===== src/rtl/uart_rx_param.sv =====
// uart_rx_param: parametrised UART receiver with a 2-FF input synchroniser,
// mid-bit sampling, false-start rejection, break rejection (armed flag),
// framing-error detection and a one-cycle data-valid strobe.
// Optional parity bit: define UART_RX_PARITY_EN.
module uart_rx_param #(
  parameter int CLKS_PER_BIT = 21000,
  parameter int DATA_W       = 8,
  parameter int STOP_BITS    = 1,
  parameter int PARITY_ODD   = 0
) (
  input  logic              clk,
  input  logic              n_rst,
  input  logic              rxd,
  output logic [DATA_W-1:0] rx_data,
  output logic              rx_valid,
  output logic              frame_err,
  output logic              parity_err,
  output logic              busy
);

  localparam int CW = $clog2(CLKS_PER_BIT);
  localparam int BW = $clog2(DATA_W + 1);

  localparam logic [CW-1:0] CNT_HALF  = CW'(CLKS_PER_BIT / 2 - 1);
  localparam logic [CW-1:0] CNT_FULL  = CW'(CLKS_PER_BIT - 1);
  localparam logic [BW-1:0] DATA_LAST = BW'(DATA_W - 1);
  localparam logic [BW-1:0] STOP_LAST = BW'(STOP_BITS - 1);

  if (CLKS_PER_BIT < 4 || DATA_W < 5 || DATA_W > 9 ||
      (STOP_BITS != 1 && STOP_BITS != 2) ||
      (PARITY_ODD != 0 && PARITY_ODD != 1)) begin : g_cfg_check
    $error("uart_rx_param: unsupported parameter set");
  end

`ifdef UART_RX_PARITY_EN
  typedef enum logic [2:0] {IDLE, START, DATA, PARITY, STOP} state_t;
  localparam logic PAR_ODD = 1'(PARITY_ODD);
  logic par_bad;
  logic perr_nxt;
`else
  typedef enum logic [2:0] {IDLE, START, DATA, STOP} state_t;
`endif

  state_t            state, state_nxt;
  logic              rxd_m, rxd_s;
  logic [CW-1:0]     cnt;
  logic [BW-1:0]     bit_cnt;
  logic [DATA_W-1:0] shreg;
  logic              armed;
  logic              bit_done;
  logic              valid_nxt, ferr_nxt;

  assign bit_done = (cnt == CNT_FULL);

  // State register.
  always_ff @(posedge clk or negedge n_rst) begin
    if (!n_rst) state <= IDLE;
    else        state <= state_nxt;
  end

  // Next-state logic; all decisions use the synchronised line only.
  always_comb begin
    state_nxt = state;
    case (state)
      IDLE:   if (armed && !rxd_s) state_nxt = START;
      START:  if (cnt == CNT_HALF) state_nxt = rxd_s ? IDLE : DATA;
`ifdef UART_RX_PARITY_EN
      DATA:   if (bit_done && bit_cnt == DATA_LAST) state_nxt = PARITY;
      PARITY: if (bit_done) state_nxt = STOP;
`else
      DATA:   if (bit_done && bit_cnt == DATA_LAST) state_nxt = STOP;
`endif
      STOP:   if (bit_done && (!rxd_s || bit_cnt == STOP_LAST)) state_nxt = IDLE;
      default: state_nxt = IDLE;
    endcase
  end

  // Outputs: busy flag and the end-of-frame pulse decisions (registered below).
  always_comb begin
    busy      = (state != IDLE);
    valid_nxt = 1'b0;
    ferr_nxt  = 1'b0;
`ifdef UART_RX_PARITY_EN
    perr_nxt  = 1'b0;
`endif
    if (state == STOP && bit_done) begin
      if (!rxd_s) begin
        ferr_nxt = 1'b1;
      end else if (bit_cnt == STOP_LAST) begin
`ifdef UART_RX_PARITY_EN
        if (par_bad) perr_nxt  = 1'b1;
        else         valid_nxt = 1'b1;
`else
        valid_nxt = 1'b1;
`endif
      end
    end
  end

  // Datapath: synchroniser, bit timing, shift register, armed flag, outputs.
  always_ff @(posedge clk or negedge n_rst) begin
    if (!n_rst) begin
      rxd_m     <= 1'b1;
      rxd_s     <= 1'b1;
      cnt       <= '0;
      bit_cnt   <= '0;
      shreg     <= '0;
      armed     <= 1'b1;
      rx_data   <= '0;
      rx_valid  <= 1'b0;
      frame_err <= 1'b0;
    end else begin
      rxd_m     <= rxd;
      rxd_s     <= rxd_m;
      rx_valid  <= valid_nxt;
      frame_err <= ferr_nxt;

      if (valid_nxt) rx_data <= shreg;

      // A low stop sample disarms until the line is seen high again.
      if (ferr_nxt)   armed <= 1'b0;
      else if (rxd_s) armed <= 1'b1;

      if (state == IDLE || state_nxt != state || bit_done) cnt <= '0;
      else                                                 cnt <= cnt + CW'(1);

      if (state_nxt != state) bit_cnt <= '0;
      else if (bit_done)      bit_cnt <= bit_cnt + BW'(1);

      if (state == DATA && bit_done) shreg <= {rxd_s, shreg[DATA_W-1:1]};
    end
  end

`ifdef UART_RX_PARITY_EN
  // Parity check over data plus the received parity bit.
  always_ff @(posedge clk or negedge n_rst) begin
    if (!n_rst) begin
      par_bad    <= 1'b0;
      parity_err <= 1'b0;
    end else begin
      parity_err <= perr_nxt;
      if (state == PARITY && bit_done) par_bad <= ((^shreg) ^ rxd_s) != PAR_ODD;
    end
  end
`else
  assign parity_err = 1'b0;
`endif

endmodule


===== config.mk =====
export PLATFORM = sky130hd
export DESIGN_NAME = uart_rx_param
export DESIGN_NICKNAME = d
export VERILOG_FILES = /design/src/rtl/uart_rx_param.sv
export SDC_FILE = /design/constraint.sdc
export NUM_CORES = 1
export LEC_CHECK = 0
export ABC_AREA = 1
export ABC_CLOCK_PERIOD_IN_PS = 2200
export CAP_MARGIN = 20
export CORE_MARGIN = 2
export CORE_UTILIZATION = 58
export DETAILED_ROUTE_END_ITERATION = 10
export GPL_TIMING_DRIVEN = 0
export PLACE_DENSITY = 0.79
export SYNTH_ARGS = -nofsm -noshare
export SYNTH_HDL_FRONTEND = slang
export SYNTH_SLANG_ARGS = --single-unit

===== constraint.sdc =====
create_clock -name clk -period 2.2 [get_ports clk]
set_input_delay 0.66 -clock clk [delete_from_list [all_inputs] [get_ports clk]]
set_output_delay 0.66 -clock clk [all_outputs]
set_load 0.005 [all_outputs]

==> reports/qor.log, run 1 <==
[floorplan] ports placed on the boundary 15
[timing] setup-violating endpoint count in the final report 0
[clock_tree] clk buf depth 2
[yosys] number of synthesized flops with an enable pin 0
[placed_design] Final GP Congestion 0.872
[clock_tree] number of clock sinks seen by CTS 43
[hold_path] Hold Crit Class input pin to asynchronous set/reset pin
[yosys] Yosys reg bits 43
[clock_tree] count of buffers added by post-CTS timing repair for setup 0
[yosys] Netlist cell types 28
[route] via total after detailed routing 1627
[final_layout] final core area utilization 68.0%
[global_route] antenna violations before repair 0
[setup_path] category of the most critical setup path register to output pin
[floorplan] total die area 4170 µm²
[power] worst vdd ir 0.526 mV
[route] DRC marker count from the first detailed-route iteration 133
[clock_tree] H-Tree Level Count 2
[global_route] largest net degree at the start of global routing 28
[clock_tree] clock tree from TritonCTS done
[yosys] mapped cell area 2130 µm²
[yosys] Avg Inst Size Synth 8.31 µm²
[timing] final-report max-slew violation count 0
[setup_path] Critical Path End Type output pin
[floorplan] initial standard-cell utilization of the core 59.0%
[yosys] gate count of the mapped netlist 256
[route] total wire length 3.52 mm
[route] detailed-routing iteration count for the pre-antenna-repair pass 4
[placed_design] detailed-placement wirelength estimate 2.66 mm
[yosys] Async S/R FF share, synth 100%
[power] power density normalized to cell area 604 nW/µm²
[route] vias per cell 4.98
[final_layout] diode insertion count for antenna repair 0
[clock_tree] Root Buffer sky130_fd_sc_hd__clkbuf_8
[final_layout] Synth-to-Final Area Change 15.2%
[global_route] number of global-route vias before repair 1562
[yosys] share of synthesized area occupied by flip-flops and latches 50.7%
[yosys] most instantiated cells after synthesis sky130_fd_sc_hd__nand2_1, sky130_fd_sc_hd__dfrtp_1, sky130_fd_sc_hd__nor2_1, sky130_fd_sc_hd__inv_1, sky130_fd_sc_hd__nand3_1
[floorplan] Die Span X 64.6 µm
[placed_design] IO buf count 13
[route] detailed-route wire length per cell 10.8 µm
[setup_path] Required @ worst endpoint 1.54 ns
[floorplan] die span in y 64.6 µm
[placed_design] dpl cells 319
[global_route] aggregate global-route resource usage 19.7%
[route] Antenna Violating Nets Remaining 0
[yosys] Synth Flop Type sky130_fd_sc_hd__dfrtp_1
[timing] Max Fclk 0.477 GHz
[timing] share of the cycle needed by the critical path after routing 95.3%
[final_layout] ratio of cells with drive above 1 in the final layout 12.5%
[power] Leakage 0.00113 µW
[timing] Post-Route Skew 0.00700 ns
[route] number of DRC violations after detailed routing 0
[outcome] outcome finished clean
[yosys] cell accounting for the most synthesized area sky130_fd_sc_hd__dfrtp_1
[floorplan] CORE AREA 3610 µm²
[timing] final critical delay including setup and external delays 2.10 ns
[timing] number of endpoints with negative hold slack in the final report 0
[clock_tree] clk_lat worst skew 0.30 ns
[setup_path] CP Data Arrival Time 1.44 ns
[final_layout] Final Instance Count excl. Fillers 327
[global_route] overall overflow remaining after global route 0
[yosys] top-area cell type share of the netlist area 47.0%
[global_route] first-pass GRT wire length 6.29 mm
[yosys] most area-consuming cells after synthesis sky130_fd_sc_hd__dfrtp_1, sky130_fd_sc_hd__nand2_1, sky130_fd_sc_hd__nor2_1, sky130_fd_sc_hd__inv_1, sky130_fd_sc_hd__xor2_1
[yosys] Synth Warn # 0
[flow_run] max-capacitance violation count 0
[final_layout] final net count 284
[yosys] most numerous cell in the Yosys netlist sky130_fd_sc_hd__nand2_1
[clock_tree] Reg clk slew, reported paths 0.08 ns
[timing] RSZ-0062 raised after global routing false
[setup_path] launching element type of the critical path register
[clock_tree] clock buffers created by TritonCTS 5
[setup_path] top fanout value on the critical path 4
[floorplan] floorplan row count 22
timing repair:
item,4_1_cts,5_1_grt
gates resized for setup,0,1
setup endpoints to repair,0,2
hold buffers,0,0
cells by family (layout without fill, tap and decap cells):
family	after synthesis	after routing	share of synthesized area [%]
AO/OA/AOI/OAI	23	23	6.70
XOR/XNOR	12	12	4.94
buffers and inverters	46	68	9.23
adder cells (fa/ha/maj)	3	3	1.76
AND/OR/NAND/NOR	128	128	26.5
flip-flops	43	43	50.7
other	1	2	0.176
layout make-up:
type	count	area (µm²)
fillers	293	1150
flip-flops and latches	43	1080
multi-input cells	168	856
inverters	39	148
repair buffers	14	145
clock buffers	5	68.8
well taps	48	60.1
plain buffers	7	51.3
clock inverters	3	43.8
final timing paths:
path | start | to | slack, ns | cells after the start
min in group clk | rxd_m | rxd_s | 0.36 | 0
max | state[0] | busy | 0.10 | 3
max in group asynchronous | n_rst | armed | 1.37 | 2
min reg2reg | rxd_m | rxd_s | 0.36 | 0
min | n_rst | cnt[5] | 0.28 | 1
max reg2reg | cnt[0] | rx_data[6] | 0.17 | 12
power by group:
part | internal, µW | switching [µW]
clock network | 338 | 273
registers | 799 | 6.19
logic | 21.0 | 43.9
total | 1160 | 323
state kept, by name (all words and copies together) (netlist names):
name,cells
state,3
frame_err,1
rx_data,8
rxd_m,1
cnt,15
rx_valid,1
armed,1
shreg,8
rxd_s,1
bit_cnt,4
placed cells by master (no fill, tap or decap), drive strengths merged, types with 2 or more instances in the layout:
master | synthesis | final
inv | 37 | 37
dfrtp | 40 | 40
nor4 | 5 | 5
a21oi | 4 | 4
nand2 | 56 | 56
buf | 6 | 7
xor2 | 11 | 11
nor3 | 3 | 3
clkdlybuf4s50 | 0 | 12
dfstp | 3 | 3
nor2 | 42 | 42
ha | 3 | 3
nand4 | 7 | 7
conb | 1 | 2
nand3 | 14 | 14
o21ai | 18 | 18
clkinv | 2 | 4
clkbuf | 1 | 7
worst max-delay path: stages (launching register included):
cell                              delay (ns)
sky130_fd_sc_hd__dfrtp_1                0.41
sky130_fd_sc_hd__nor2_1                 0.15
sky130_fd_sc_hd__nand2_1                0.12
sky130_fd_sc_hd__clkdlybuf4s50_1        0.46
per-layer routing:
layer  up-vias  wire length (µm)  track usage (%)
li1        838                 -                -
met1       754              1630             23.5
met2        31              1700             33.9
met3         4               146             5.73
met4         0                48             7.45
met5         -                 0                0
stage by stage:
| step | TNS (ns) | hold WS, ns | power [µW] | area (µm²) | setup WS, ns |
|---|---|---|---|---|---|
| finish | 0 | 0.281 | 1480 | 2450 | 0.103 |
| global route | 0 | 0.313 | 1540 | 2450 | 0.00908 |
| CTS | 0 | 0.288 | 1490 | 2450 | 0.0864 |
| detailed placement | 0 | 0.349 | 888 | 2340 | 0.140 |
| global placement | -24.66 | 0.346 | 884 | 2320 | -0.604 |
| floorplan | 0 | 0.345 | 853 | 2130 | 0.324 |
Power figures use the tool's default switching activity.
==> inputs of run 2 (changes only) <==
--- a/config.mk
+++ b/config.mk
@@ -6,7 +6,7 @@
 export NUM_CORES = 1
 export LEC_CHECK = 0
 export ABC_AREA = 1
-export ABC_CLOCK_PERIOD_IN_PS = 2200
+export ABC_CLOCK_PERIOD_IN_PS = 2000
 export CAP_MARGIN = 20
 export CORE_MARGIN = 2
 export CORE_UTILIZATION = 58
==> constraint.sdc (replaced) <==
create_clock -name clk -period 2 [get_ports clk]
set_input_delay 0.6 -clock clk [delete_from_list [all_inputs] [get_ports clk]]
set_output_delay 0.6 -clock clk [all_outputs]
set_load 0.005 [all_outputs]
==> reports/qor.log, run 2 (same netlist as run 1, synthesis figures left out) <==
[final_layout] final net count 292
[final_layout] final core area utilization 72.0%
[final_layout] combined area of the multi-input logic cells 912 µm²
[global_route] aggregate global-route resource usage 20.3%
[placed_design] Final GP Congestion 0.872
[floorplan] CORE AREA 3610 µm²
[timing] share of the cycle needed by the critical path after routing 99.3%
[final_layout] Final Instance Count excl. Fillers 335
[global_route] largest net degree at the start of global routing 28
[timing] final-report max-slew violation count 0
[route] DRC marker count from the first detailed-route iteration 119
[placed_design] detailed-placement wirelength estimate 2.66 mm
[placed_design] dpl ws -0.0598 ns
[power] worst vdd ir 0.611 mV
[final_layout] Synth-to-Final Area Change 22.0%
[clock_tree] Reg clk slew, reported paths 0.08 ns
[clock_tree] Root Buffer sky130_fd_sc_hd__clkbuf_8
[setup_path] launching element type of the critical path register
[route] vias per cell 5.01
[route] number of DRC violations after detailed routing 0
[placed_design] dpl cells 319
[final_layout] diode insertion count for antenna repair 0
[final_layout] flip-flop count of the largest register after layout 15
[flow_run] max-capacitance violation count 0
[route] via total after detailed routing 1680
[final_layout] Filler Cells Inserted 268
[final_layout] largest register by flop count cnt
[route] detailed-routing iteration count for the pre-antenna-repair pass 4
[clock_tree] H-Tree Level Count 2
[setup_path] Critical Path End Type output pin
[setup_path] Required @ worst endpoint 1.40 ns
[placed_design] IO buf count 13
[timing] Post-Route Skew 0.00822 ns
[timing] final critical delay including setup and external delays 1.99 ns
[floorplan] floorplan row count 22
[setup_path] category of the most critical setup path register to output pin
[final_layout] most common library cell in the layout ignoring fill and taps sky130_fd_sc_hd__nand2_1
[setup_path] delay-heaviest family, CP buffers and inverters
[route] Antenna Violating Nets Remaining 0
[clock_tree] number of clock sinks seen by CTS 43
[outcome] outcome finished clean
[power] Leakage 0.00121 µW
[final_layout] total area of sequential cells 1080 µm²
[setup_path] CP max-delay cell sky130_fd_sc_hd__clkdlybuf4s50_1
[route] total wire length 3.86 mm
[clock_tree] count of hold-fix buffers inserted at cts 0
[clock_tree] clock tree from TritonCTS done
[global_route] number of global-route vias before repair 1592
[clock_tree] clk buf depth 2
[setup_path] CP Data Arrival Time 1.39 ns
[setup_path] delay of the slowest cell on the worst path 0.45 ns
[power] power density normalized to cell area 637 nW/µm²
[final_layout] largest registers in the final layout cnt x15, rx_data x8, shreg x8
[final_layout] commonest non-fill, non-tap cells in the layout sky130_fd_sc_hd__nand2_1, sky130_fd_sc_hd__dfrtp_1, sky130_fd_sc_hd__nor2_1, sky130_fd_sc_hd__inv_1, sky130_fd_sc_hd__nand3_1
[timing] smallest setup slack after layout 0.0130 ns
[final_layout] ratio of cells with drive above 1 in the final layout 18.1%
[floorplan] total die area 4170 µm²
[timing] Max Fclk 0.503 GHz
[floorplan] Die Span X 64.6 µm
[timing] setup-violating endpoint count in the final report 0
[hold_path] Hold Crit Class input pin to asynchronous set/reset pin
[setup_path] top fanout value on the critical path 3
[route] detailed-route wire length per cell 11.5 µm
[floorplan] ports placed on the boundary 15
[timing] number of endpoints with negative hold slack in the final report 0
[timing] RSZ-0062 raised after global routing true
[floorplan] die span in y 64.6 µm
[setup_path] crit path cell chain nor2_2 > nand2_2 > clkdlybuf4s50_1
[setup_path] buffering stage count on the worst path with inverters included 1
[clock_tree] clock buffers created by TritonCTS 5
[global_route] antenna violations before repair 0
[global_route] first-pass GRT wire length 6.45 mm
[floorplan] initial standard-cell utilization of the core 59.0%
[clock_tree] clk_lat worst skew 0.30 ns
[global_route] overall overflow remaining after global route 0
## run 2: cell count changes in the layout (fill, tap and decap cells not counted), sizes merged
cell	before	now
inv	37	38
buf	7	15
clkinv	4	3
## run 2: metrics by stage
| stage | area [µm²] | hold WS [ns] | power, µW | setup TNS, ns |
|---|---|---|---|---|
| 3_5_place_dp | 2340 | 0.349 | 976 | -0.277 |
| 3_3_place_gp | 2320 | 0.346 | 972 | -30.79 |
| 2_1_floorplan | 2130 | 0.304 | 938 | 0 |
| 5_1_grt | 2600 | 0.253 | 1720 | -0.0737 |
| 6_report | 2600 | 0.217 | 1650 | 0 |
| 4_1_cts | 2480 | 0.228 | 1650 | 0 |
## run 2: final timing paths
path	from	endpoint	slack, ns	cells after the start
worst max-delay path	state[2]	busy	0.01	3
worst min-delay path	n_rst	cnt[5]	0.22	1
worst max register to register	cnt[1]	rx_data[5]	0.09	11
worst min register to register	rxd_m	rxd_s	0.36	0
max in group asynchronous	n_rst	armed	1.24	2
min in group clk	rxd_m	rxd_s	0.36	0
## run 2: report_power, final
| part | switching [µW] | internal (µW) | leakage, µW |
|---|---|---|---|
| sequential | 5.46 | 879 | 0.000586 |
| clock | 301 | 372 | 0.0000581 |
| combinational | 58.8 | 37.6 | 0.000568 |
| total | 366 | 1290 | 0.00121 |
## run 2: per-layer routing
metal | GRT usage (%) | up-vias | routed length (µm) | part of all wire (%)
li1 | - | 852 | - | -
met1 | 23.5 | 796 | 1730 | 45
met2 | 35.7 | 26 | 1920 | 50
met3 | 5.73 | 6 | 123 | 3.2
met4 | 7.45 | 0 | 76 | 2.0
met5 | 0 | - | 0 | 0
## run 2: worst reg2reg max path, stage by stage, from the launching register on
cell                      delay (ns)
sky130_fd_sc_hd__dfrtp_1        0.36
sky130_fd_sc_hd__ha_2           0.17
sky130_fd_sc_hd__buf_6          0.11
sky130_fd_sc_hd__nand4_1        0.14
sky130_fd_sc_hd__nor2_4         0.17
sky130_fd_sc_hd__nand2_4        0.07
sky130_fd_sc_hd__inv_4          0.08
sky130_fd_sc_hd__nand2_4        0.05
sky130_fd_sc_hd__or3_4          0.41
sky130_fd_sc_hd__buf_8          0.17
sky130_fd_sc_hd__nand2_2        0.06
sky130_fd_sc_hd__o21ai_2        0.05
## run 2: timing repair
action | in CTS | in global routing
pin swaps | 1 | 3
gates resized for setup | 2 | 18
endpoints found under the setup margin | 19 | 27
buffers inserted | 4 | 4
cloned | 0 | 1
## run 2: area by class of cell
| cell class | instances | share of cell area, % |
|---|---|---|
| buffer | 6 | 2.07 |
| clock buffer | 5 | 2.65 |
| clock inverter | 3 | 1.69 |
| inverter | 39 | 5.73 |
| multi-input combinational | 168 | 35.1 |
| sequential | 43 | 41.6 |
| tap | 48 | 2.31 |
| timing repair buffer | 23 | 8.86 |
==> inputs of run 3 (changes only) <==
--- a/config.mk
+++ b/config.mk
@@ -6,13 +6,13 @@
 export NUM_CORES = 1
 export LEC_CHECK = 0
 export ABC_AREA = 1
-export ABC_CLOCK_PERIOD_IN_PS = 2000
+export ABC_CLOCK_PERIOD_IN_PS = 1600
 export CAP_MARGIN = 20
-export CORE_MARGIN = 2
-export CORE_UTILIZATION = 58
+export CORE_MARGIN = 1.5
+export CORE_UTILIZATION = 52
 export DETAILED_ROUTE_END_ITERATION = 10
 export GPL_TIMING_DRIVEN = 0
-export PLACE_DENSITY = 0.79
+export PLACE_DENSITY = 0.75
 export SYNTH_ARGS = -nofsm -noshare
 export SYNTH_HDL_FRONTEND = slang
 export SYNTH_SLANG_ARGS = --single-unit
==> constraint.sdc (replaced) <==
create_clock -name clk -period 1.6 [get_ports clk]
set_input_delay 0.48 -clock clk [delete_from_list [all_inputs] [get_ports clk]]
set_output_delay 0.48 -clock clk [all_outputs]
set_load 0.005 [all_outputs]
==> reports/qor.log, run 3 (same netlist as run 1, synthesis figures left out) <==
[outcome] outcome complete, but fails checks
[floorplan] initial standard-cell utilization of the core 53.6%
[power] worst vdd ir 0.501 mV
[floorplan] ports placed on the boundary 15
[power] Leakage 0.00141 µW
[placed_design] dpl cells 321
[power] power density normalized to cell area 706 nW/µm²
[setup_path] launching element type of the critical path register
[timing] setup-violating endpoint count in the final report 36
[placed_design] IO buf count 13
[global_route] largest net degree at the start of global routing 26
[final_layout] largest register by flop count cnt
[final_layout] Synth-to-Final Area Change 41.8%
[route] total wire length 4.67 mm
[timing] number of endpoints with negative hold slack in the final report 0
[floorplan] total die area 4490 µm²
[floorplan] die span in y 67.0 µm
[timing] Total Neg Setup Slack -6.60 ns
[timing] smallest setup slack after layout -0.301 ns
[timing] RSZ-0062 raised after global routing true
[global_route] overall overflow remaining after global route 0
[clock_tree] clk buf depth 2
[clock_tree] number of clock sinks seen by CTS 43
[final_layout] final net count 316
[route] detailed-routing iteration count for the pre-antenna-repair pass 4
[placed_design] Final GP Congestion 0.910
[setup_path] Critical Path End Type register
[floorplan] floorplan row count 23
[setup_path] Required @ worst endpoint 1.83 ns
[clock_tree] clock tree from TritonCTS done
[route] number of DRC violations after detailed routing 0
[route] Antenna Violating Nets Remaining 0
[setup_path] top fanout value on the critical path 7
[route] vias per cell 5.04
[final_layout] Final Instance Count excl. Fillers 361
[route] detailed-route wire length per cell 12.9 µm
[timing] worst hold-check slack 0.120 ns
[clock_tree] Root Buffer sky130_fd_sc_hd__clkbuf_8
[clock_tree] H-Tree Level Count 2
[timing] share of the cycle needed by the critical path after routing 119%
[final_layout] commonest non-fill, non-tap cells in the layout sky130_fd_sc_hd__dfrtp_1, sky130_fd_sc_hd__nand2_1, sky130_fd_sc_hd__inv_1, sky130_fd_sc_hd__nor2_1, sky130_fd_sc_hd__buf_4
[global_route] number of global-route vias before repair 1654
[global_route] aggregate global-route resource usage 21.7%
[placed_design] detailed-placement wirelength estimate 2.81 mm
[floorplan] CORE AREA 3970 µm²
[floorplan] Die Span X 67.0 µm
[timing] Max Fclk 0.526 GHz
[timing] final-report max-slew violation count 0
[route] via total after detailed routing 1818
[final_layout] largest registers in the final layout cnt x15, rx_data x8, shreg x8
[setup_path] category of the most critical setup path register to register
[global_route] first-pass GRT wire length 7.18 mm
[timing] Post-Route Skew 0.00610 ns
[final_layout] diode insertion count for antenna repair 0
[hold_path] Hold Crit Class input pin to asynchronous set/reset pin
[final_layout] final core area utilization 76.0%
[final_layout] ratio of cells with drive above 1 in the final layout 39.5%
[placed_design] dpl ws -0.380 ns
[clock_tree] clk_lat worst skew 0.30 ns
[final_layout] flip-flop count of the largest register after layout 15
[route] DRC marker count from the first detailed-route iteration 147
[clock_tree] clock buffers created by TritonCTS 5
[setup_path] CP Data Arrival Time 2.13 ns
[global_route] antenna violations before repair 0
[outcome] violations in the final reports negative setup slack
[clock_tree] Reg clk slew, reported paths 0.08 ns
[flow_run] max-capacitance violation count 0
[final_layout] most common library cell in the layout ignoring fill and taps sky130_fd_sc_hd__dfrtp_1
[timing] final critical delay including setup and external delays 1.90 ns
==> run 3: changes by cell type in the layout (fill, tap and decap cells not counted), moves of 5 or more <==
cell                              change
sky130_fd_sc_hd__buf_4               +14
sky130_fd_sc_hd__nand2_1             -14
sky130_fd_sc_hd__nor2_1              -12
sky130_fd_sc_hd__clkdlybuf4s50_1     -11
sky130_fd_sc_hd__nand2_2             +11
sky130_fd_sc_hd__buf_6               +10
sky130_fd_sc_hd__dlygate4sd2_1       +10
sky130_fd_sc_hd__nor2_4               +9
sky130_fd_sc_hd__o21ai_0              -9
sky130_fd_sc_hd__o21ai_2              +7
sky130_fd_sc_hd__inv_1                -5
sky130_fd_sc_hd__inv_2                +5
==> run 3: final timing paths <==
path                       depth (start not counted)    from    endpoint  slack (ns)
max                                               13  cnt[0]      cnt[7]       -0.30
min                                                1   n_rst  rx_data[1]        0.12
max reg2reg                                       13  cnt[0]      cnt[7]       -0.30
min reg2reg                                        0   rxd_m       rxd_s        0.36
max in group asynchronous                          2   n_rst       rxd_m        0.91
min in group clk                                   0   rxd_m       rxd_s        0.36
==> run 3: area by class of cell <==
cell class / count / area (µm²)
Buffer: 5 / 53.8
Clock buffer: 7 / 76.3
Clock inverter: 1 / 30.0
Fill cell: 271 / 953
Inverter: 39 / 151
Multi-Input combinational cell: 168 / 1120
Sequential cell: 43 / 1080
Tap cell: 50 / 62.6
Timing Repair Buffer: 48 / 444
==> run 3: timing repair <==
item                                    4_1_cts  5_1_grt
hold buffers                                  0        0
hold endpoints to repair                      0        0
resized for setup                            45       71
pin swaps                                    10       15
cloned                                        2        1
setup buffers                                18       13
endpoints found under the setup margin       47       38
==> run 3: per-stage QoR <==
step                      total power [µW]  area [µm²]
after global routing                  2230        3020
after CTS                             2110        2730
after global placement                1230        2360
after floorplan                       1180        2170
final                                 2130        3020
after detailed placement              1230        2370
==> run 3: critical path, stage by stage, from the launching register on <==
cell,delay (ns)
sky130_fd_sc_hd__dfrtp_1,0.40
sky130_fd_sc_hd__ha_4,0.17
sky130_fd_sc_hd__buf_6,0.10
sky130_fd_sc_hd__nand2_2,0.04
sky130_fd_sc_hd__inv_2,0.05
sky130_fd_sc_hd__nand2_2,0.04
sky130_fd_sc_hd__nor2_1,0.10
sky130_fd_sc_hd__nand2_1,0.08
sky130_fd_sc_hd__a21oi_2,0.17
sky130_fd_sc_hd__nand3_2,0.11
sky130_fd_sc_hd__nand2_2,0.10
sky130_fd_sc_hd__nand4_4,0.19
sky130_fd_sc_hd__buf_6,0.21
sky130_fd_sc_hd__nor2_4,0.09
==> run 3: report_power, final <==
part | switching, µW | total [µW] | leakage (µW) | internal [µW]
sequential | 12.2 | 1110 | 0.000581 | 1100
clock | 361 | 828 | 0.0000524 | 467
combinational | 107 | 190 | 0.000777 | 83.6
==> run 3: routing by layer <==
layer	track usage, %	up-vias	part of all wire, %
met4	8.93	0	2.2
met1	27.2	868	43
met5	0	-	0
li1	-	907	-
met3	5.41	10	3.2
met2	35.6	33	51
